[config.mk]
export PLATFORM = sky130hd
export DESIGN_NAME = afifo_rd_ctrl
export DESIGN_NICKNAME = d
export VERILOG_FILES = /design/src/rtl/afifo_pkg.sv /design/src/rtl/afifo_rd_obuf.sv /design/src/rtl/afifo_rd_ctrl.sv
export SDC_FILE = /design/constraint.sdc
export NUM_CORES = 1
export LEC_CHECK = 0
export CAP_MARGIN = 20
export CORE_MARGIN = 2
export CORE_UTILIZATION = 65
export DETAILED_ROUTE_END_ITERATION = 10
export DONT_BUFFER_PORTS = 1
export PLACE_DENSITY = 0.82
export SLEW_MARGIN = 20
export SYNTH_ARGS = -nofsm -noshare
export SYNTH_HDL_FRONTEND = slang
export SYNTH_SLANG_ARGS = --single-unit
[constraint.sdc]
create_clock -name rd_clk -period 5.7 [get_ports rd_clk]
set_input_delay 0.855 -clock rd_clk [delete_from_list [all_inputs] [get_ports rd_clk]]
set_output_delay 0.855 -clock rd_clk [all_outputs]
set_load 0.05 [all_outputs]
[src/rtl/afifo_pkg.sv]
// afifo_pkg: pointer-code helpers and default geometry shared by both FIFO controllers.
// The Gray/binary converters work on 32-bit zero-extended vectors, so one function
// serves any pointer width up to 32 bits; callers slice the low bits they need.
package afifo_pkg;
    localparam int ADDR_WIDTH = 4;
    localparam int PTR_W      = ADDR_WIDTH + 1;
    localparam int DEPTH      = 2 ** ADDR_WIDTH;
    localparam int FN_W       = 32;

    function automatic logic [FN_W-1:0] bin2gray(input logic [FN_W-1:0] b);
        return b ^ (b >> 1);
    endfunction

    function automatic logic [FN_W-1:0] gray2bin(input logic [FN_W-1:0] g);
        logic [FN_W-1:0] b;
        b = g;
        for (int i = FN_W - 2; i >= 0; i--) begin
            b[i] = b[i+1] ^ g[i];
        end
        return b;
    endfunction
endpackage

[src/rtl/afifo_rd_obuf.sv]
// afifo_rd_obuf: 2-entry first-word-fall-through buffer in front of the synchronous-read RAM.
// Only built when AFIFO_RD_FWFT_EN is defined; it tracks one outstanding RAM read
// (inflight) and only asks for another word when the buffer cannot overflow.
`ifdef AFIFO_RD_FWFT_EN
module afifo_rd_obuf #(
    parameter int DATA_WIDTH = 8
) (
    input  logic                  clk_i,
    input  logic                  rst_i,
    input  logic                  fetch_i,
    input  logic                  rd_en_i,
    input  logic [DATA_WIDTH-1:0] ram_data_i,
    output logic                  can_fetch_o,
    output logic                  rd_valid_o,
    output logic [DATA_WIDTH-1:0] rd_data_o
);
    logic [DATA_WIDTH-1:0] head_q, head_d, tail_q, tail_d;
    logic [1:0]            occ_q, occ_d, base;
    logic                  inflight_q, pop;

    // Pop the head, then append the word returning from the RAM behind what remains.
    always_comb begin
        pop         = rd_en_i & (occ_q != 2'd0);
        base        = occ_q - {1'b0, pop};
        can_fetch_o = (base + {1'b0, inflight_q}) < 2'd2;
        occ_d       = base + {1'b0, inflight_q};
        head_d      = pop ? tail_q : head_q;
        tail_d      = tail_q;
        if (inflight_q) begin
            if (base == 2'd0) head_d = ram_data_i;
            else tail_d = ram_data_i;
        end
    end

    // Buffer storage and occupancy; reset discards buffered and in-flight words.
    always_ff @(posedge clk_i or posedge rst_i) begin
        if (rst_i) begin
            head_q     <= '0;
            tail_q     <= '0;
            occ_q      <= 2'd0;
            inflight_q <= 1'b0;
        end else begin
            head_q     <= head_d;
            tail_q     <= tail_d;
            occ_q      <= occ_d;
            inflight_q <= fetch_i;
        end
    end

    assign rd_valid_o = occ_q != 2'd0;
    assign rd_data_o  = head_q;
endmodule
`endif

[src/rtl/afifo_rd_ctrl.sv]
// afifo_rd_ctrl: read-domain controller of the dual-clock FIFO (pointer, RAM strobe, flags).
// Define AFIFO_RD_FWFT_EN for first-word-fall-through output through afifo_rd_obuf;
// otherwise rd_data is the RAM output with one cycle of latency behind the read strobe.
module afifo_rd_ctrl #(
    parameter int ADDR_WIDTH    = 4,
    parameter int DATA_WIDTH    = 8,
    parameter int AEMPTY_THRESH = 2
) (
    input  logic                  rd_clk,
    input  logic                  rd_rst,
    input  logic                  rd_en,
    input  logic [ADDR_WIDTH:0]   wrsync_ptr,
    input  logic [DATA_WIDTH-1:0] ram_rd_data,
    output logic [ADDR_WIDTH:0]   rd_ptr,
    output logic [ADDR_WIDTH-1:0] rd_addr,
    output logic                  ram_rd_en,
    output logic [DATA_WIDTH-1:0] rd_data,
    output logic                  rd_valid,
    output logic                  empty,
    output logic                  almost_empty,
    output logic [ADDR_WIDTH:0]   rd_level,
    output logic                  underflow
);
    import afifo_pkg::*;

    localparam int PW = ADDR_WIDTH + 1;

    logic [PW-1:0] rd_bin_q, rd_bin_d, rd_ptr_q, rd_ptr_d, level_q, level_d;
    logic          empty_q, empty_d, aempty_q, aempty_d, uf_q, uf_d;
    logic [31:0]   gray_w, wbin_w;
    logic          unused_hi;

    // Next pointer after this cycle's fetch; flags are judged against it so a read of
    // the last word raises empty on the same edge, and a coincident write lands too.
    always_comb begin
        rd_bin_d = rd_bin_q + PW'(ram_rd_en);
        gray_w   = bin2gray(32'(rd_bin_d));
        wbin_w   = gray2bin(32'(wrsync_ptr));
        rd_ptr_d = gray_w[PW-1:0];
        level_d  = wbin_w[PW-1:0] - rd_bin_d;
        empty_d  = rd_ptr_d == wrsync_ptr;
        aempty_d = level_d <= PW'(AEMPTY_THRESH);
    end

    assign unused_hi = ^{gray_w[31:PW], wbin_w[31:PW]};

`ifdef AFIFO_RD_FWFT_EN
    logic can_fetch;

    assign ram_rd_en = ~empty_q & can_fetch;
    assign uf_d      = rd_en & ~rd_valid;

    afifo_rd_obuf #(
        .DATA_WIDTH(DATA_WIDTH)
    ) u_obuf (
        .clk_i      (rd_clk),
        .rst_i      (rd_rst),
        .fetch_i    (ram_rd_en),
        .rd_en_i    (rd_en),
        .ram_data_i (ram_rd_data),
        .can_fetch_o(can_fetch),
        .rd_valid_o (rd_valid),
        .rd_data_o  (rd_data)
    );
`else
    logic valid_q;

    assign ram_rd_en = rd_en & ~empty_q;
    assign uf_d      = rd_en & empty_q;
    assign rd_data   = ram_rd_data;
    assign rd_valid  = valid_q;

    // RAM data qualifier: the word requested last cycle is on ram_rd_data now.
    always_ff @(posedge rd_clk or posedge rd_rst) begin
        if (rd_rst) valid_q <= 1'b0;
        else valid_q <= ram_rd_en;
    end
`endif

    // Binary and Gray pointers advance together, so the exported Gray never lags.
    always_ff @(posedge rd_clk or posedge rd_rst) begin
        if (rd_rst) begin
            rd_bin_q <= '0;
            rd_ptr_q <= '0;
            level_q  <= '0;
            empty_q  <= 1'b1;
            aempty_q <= 1'b1;
            uf_q     <= 1'b0;
        end else begin
            rd_bin_q <= rd_bin_d;
            rd_ptr_q <= rd_ptr_d;
            level_q  <= level_d;
            empty_q  <= empty_d;
            aempty_q <= aempty_d;
            uf_q     <= uf_d;
        end
    end

    assign rd_ptr       = rd_ptr_q;
    assign rd_addr      = rd_bin_q[ADDR_WIDTH-1:0];
    assign empty        = empty_q;
    assign almost_empty = aempty_q;
    assign rd_level     = level_q;
    assign underflow    = uf_q;
endmodule

==> reports/metrics.cfg <==
[drt]
drtPass1Iterations=3
drt_iter0_drc=8
drc=0
routed_wl_um=1399
ant_nets=0
vias_per_cell=5.620
vias=517
wl_per_cell_um=15.21

[clocking]
insertion_delay_ns=0.28
holdBufCountCts=0
clk_path_buf_depth=2
cts_resized=0
postCtsSetupRepairBufs=0
path_clk_slew_ns=0.09
clockRootBuffer=clkbuf_4
cts_tree=yes
cts_sinks=18
cts-buffers-inserted=3
htreeDepth=1

[critical_path]
worstReg2RegEnd=almost_empty
crit_type=reg2reg
worstPathRequired_ns=5.89
crit-reg2reg-launch=empty
worstPathArrival_ns=3.12
crit_fanout=5
worstPathCellList=nor2b_1 -> buf_4 -> ha_1 -> nand3_1 -> xor2_1 -> ha_1 -> a21o_1 -> a31oi_1 -> xnor2_1 -> a2111oi_2
reg2regPathDepth=10
critical_path.slowest_cell=dfstp_2
slowest_delay_ns=0.71
crit_family=flip-flops
worst_setup_path_start_kind=register
crit_top_cell=ha_1
r2r_setup_slack_ns=2.76
path_buf_inv=1
end_kind=register

[final_layout]
area_growth_pct=-0.3803
nets=100
diodes=0
drive_gt1_frac=0.1184

[sta]
worst_pin_slew_ns=0.6890
slew_headroom=0.5407
setup_tns_ns=0
max_freq_mhz=340.6
grt_setup_unrepaired=no
drv_slew=0
setup_viol=0
hold_viol=0
period_share=0.5152
skew_ns=0.001089
min_period_ns=2.936

[floorplan]
die_y_um=42.97
coreArea_um2=1471
design.die.area_um2=1846
fp.dieW_um=42.97
rows=14
ios=43
start_util=0.6709

[global_route]
grt_max_degree=19
grt.overflow.total=0
antenna_found_initial=0
grtUsageTotal=0.1713
grt_pass1_wl_um=2263
grt_pass1_vias=524

[synthesis]
synth_top_area_share=0.4056
ys.flop_type=dfrtp_1
ys_seq_area_frac=0.4588
yosys.area_share.simple=0.05830
synth_compound_area_frac=0.05577
synth_area_um2=987.2
synth_top_family_by_area=XOR/XNOR gates
synthXorXnorAreaFrac=0.2357
synth-warning-count=0
synth-edff-count=0
syn_avg_cell_area_um2=12.19
syn-num-nets=104
synthAdderAreaFrac=0.09632
ys_top_cells_by_area=dfrtp_1, xnor2_1, ha_1, buf_4, dfstp_2
synthCells=81
synth_top_cell_by_area=dfrtp_1
synth.area.mux_share=0
async_flop_share=1.000
synth_cell_types=23
ys_ff_latch=18

[worst_hold_path]
hold_class=in2async

[job]
maxCapViolations=0

[placement]
place_hpwl_um=1129
portBuffers=0
place_congestion=0.7464

[status]
outcome=finished clean

[sequential cells by signal, indices dropped and copies added, names as in the netlist]
register,flops
rd_bin_q,5
rd_level,5
rd_ptr,4
almost_empty,1
empty,1
rd_valid,1
underflow,1
[cell usage after synthesis, types with 2 or more instances]
cell,number
inv_1,7
ha_1,6
dfstp_2,2
dfrtp_1,16
nand3_1,2
clkbuf_1,2
xor2_1,6
buf_4,8
xnor2_1,15
nor2b_1,2
a21o_1,2
a21oi_1,2
[area by class of cell]
class,instances,area (um^2)
inverter,7,26.28
timing repair buffer,1,7.507
multi-input combinational,46,440.4
fill,119,488.0
sequential,18,452.9
tap,16,20.02
clock buffer,4,36.28
[metal layers]
metal,track usage,part of all wire
met1,0.2056,0.40
met5,0,0
met3,0.05532,0.080
met4,0.1152,0.011
met2,0.2606,0.51
[cells in the final DEF, fill, tap and decap left out, drive strengths merged, types with 2 or more instances in the layout]
master   n
xor3     2
nor2b    2
ha       6
xnor2   15
nand3    2
inv      7
xor2     6
clkbuf   4
dfstp    2
dfrtp   16
a21oi    2
a21o     2
[through the flow]
step	area, um^2	hold slack [ns]	cells	setup WS (ns)	util
2_1_floorplan	987.2	0.6638	81	2.124	-
3_3_place_gp	947.2	0.6751	88	2.521	0.6437
3_5_place_dp	947.2	0.6772	88	2.439	0.6437
4_1_cts	983.4	0.5506	92	2.738	0.6684
5_1_grt	983.4	0.5796	92	2.594	0.6684
6_report	983.4	0.5344	92	2.764	0.6684
[worst max-delay path by stage]
stage | end | depth (start not counted) | slack [ns] | startpoint
2_1_floorplan | almost_empty | 9 | 2.12 | rd_en
3_3_place_gp | almost_empty | 9 | 2.52 | wrsync_ptr[4]
3_5_place_dp | almost_empty | 9 | 2.44 | wrsync_ptr[4]
4_1_cts | almost_empty | 10 | 2.74 | empty
5_1_grt | almost_empty | 9 | 2.59 | wrsync_ptr[4]
6_report | almost_empty | 10 | 2.76 | empty
[kinds of logic (layout without fill, tap and decap cells)]
logic type,Yosys count,count (layout)
flops,18,18
simple gates,9,9
compound gates,7,7
fa+ha+maj,7,7
xor+xnor,23,23
buf+inv,17,12
Power is left out: the tool's default activity adds up to more than one toggle a clock period on the data nets, which glitch-free logic cannot reach.
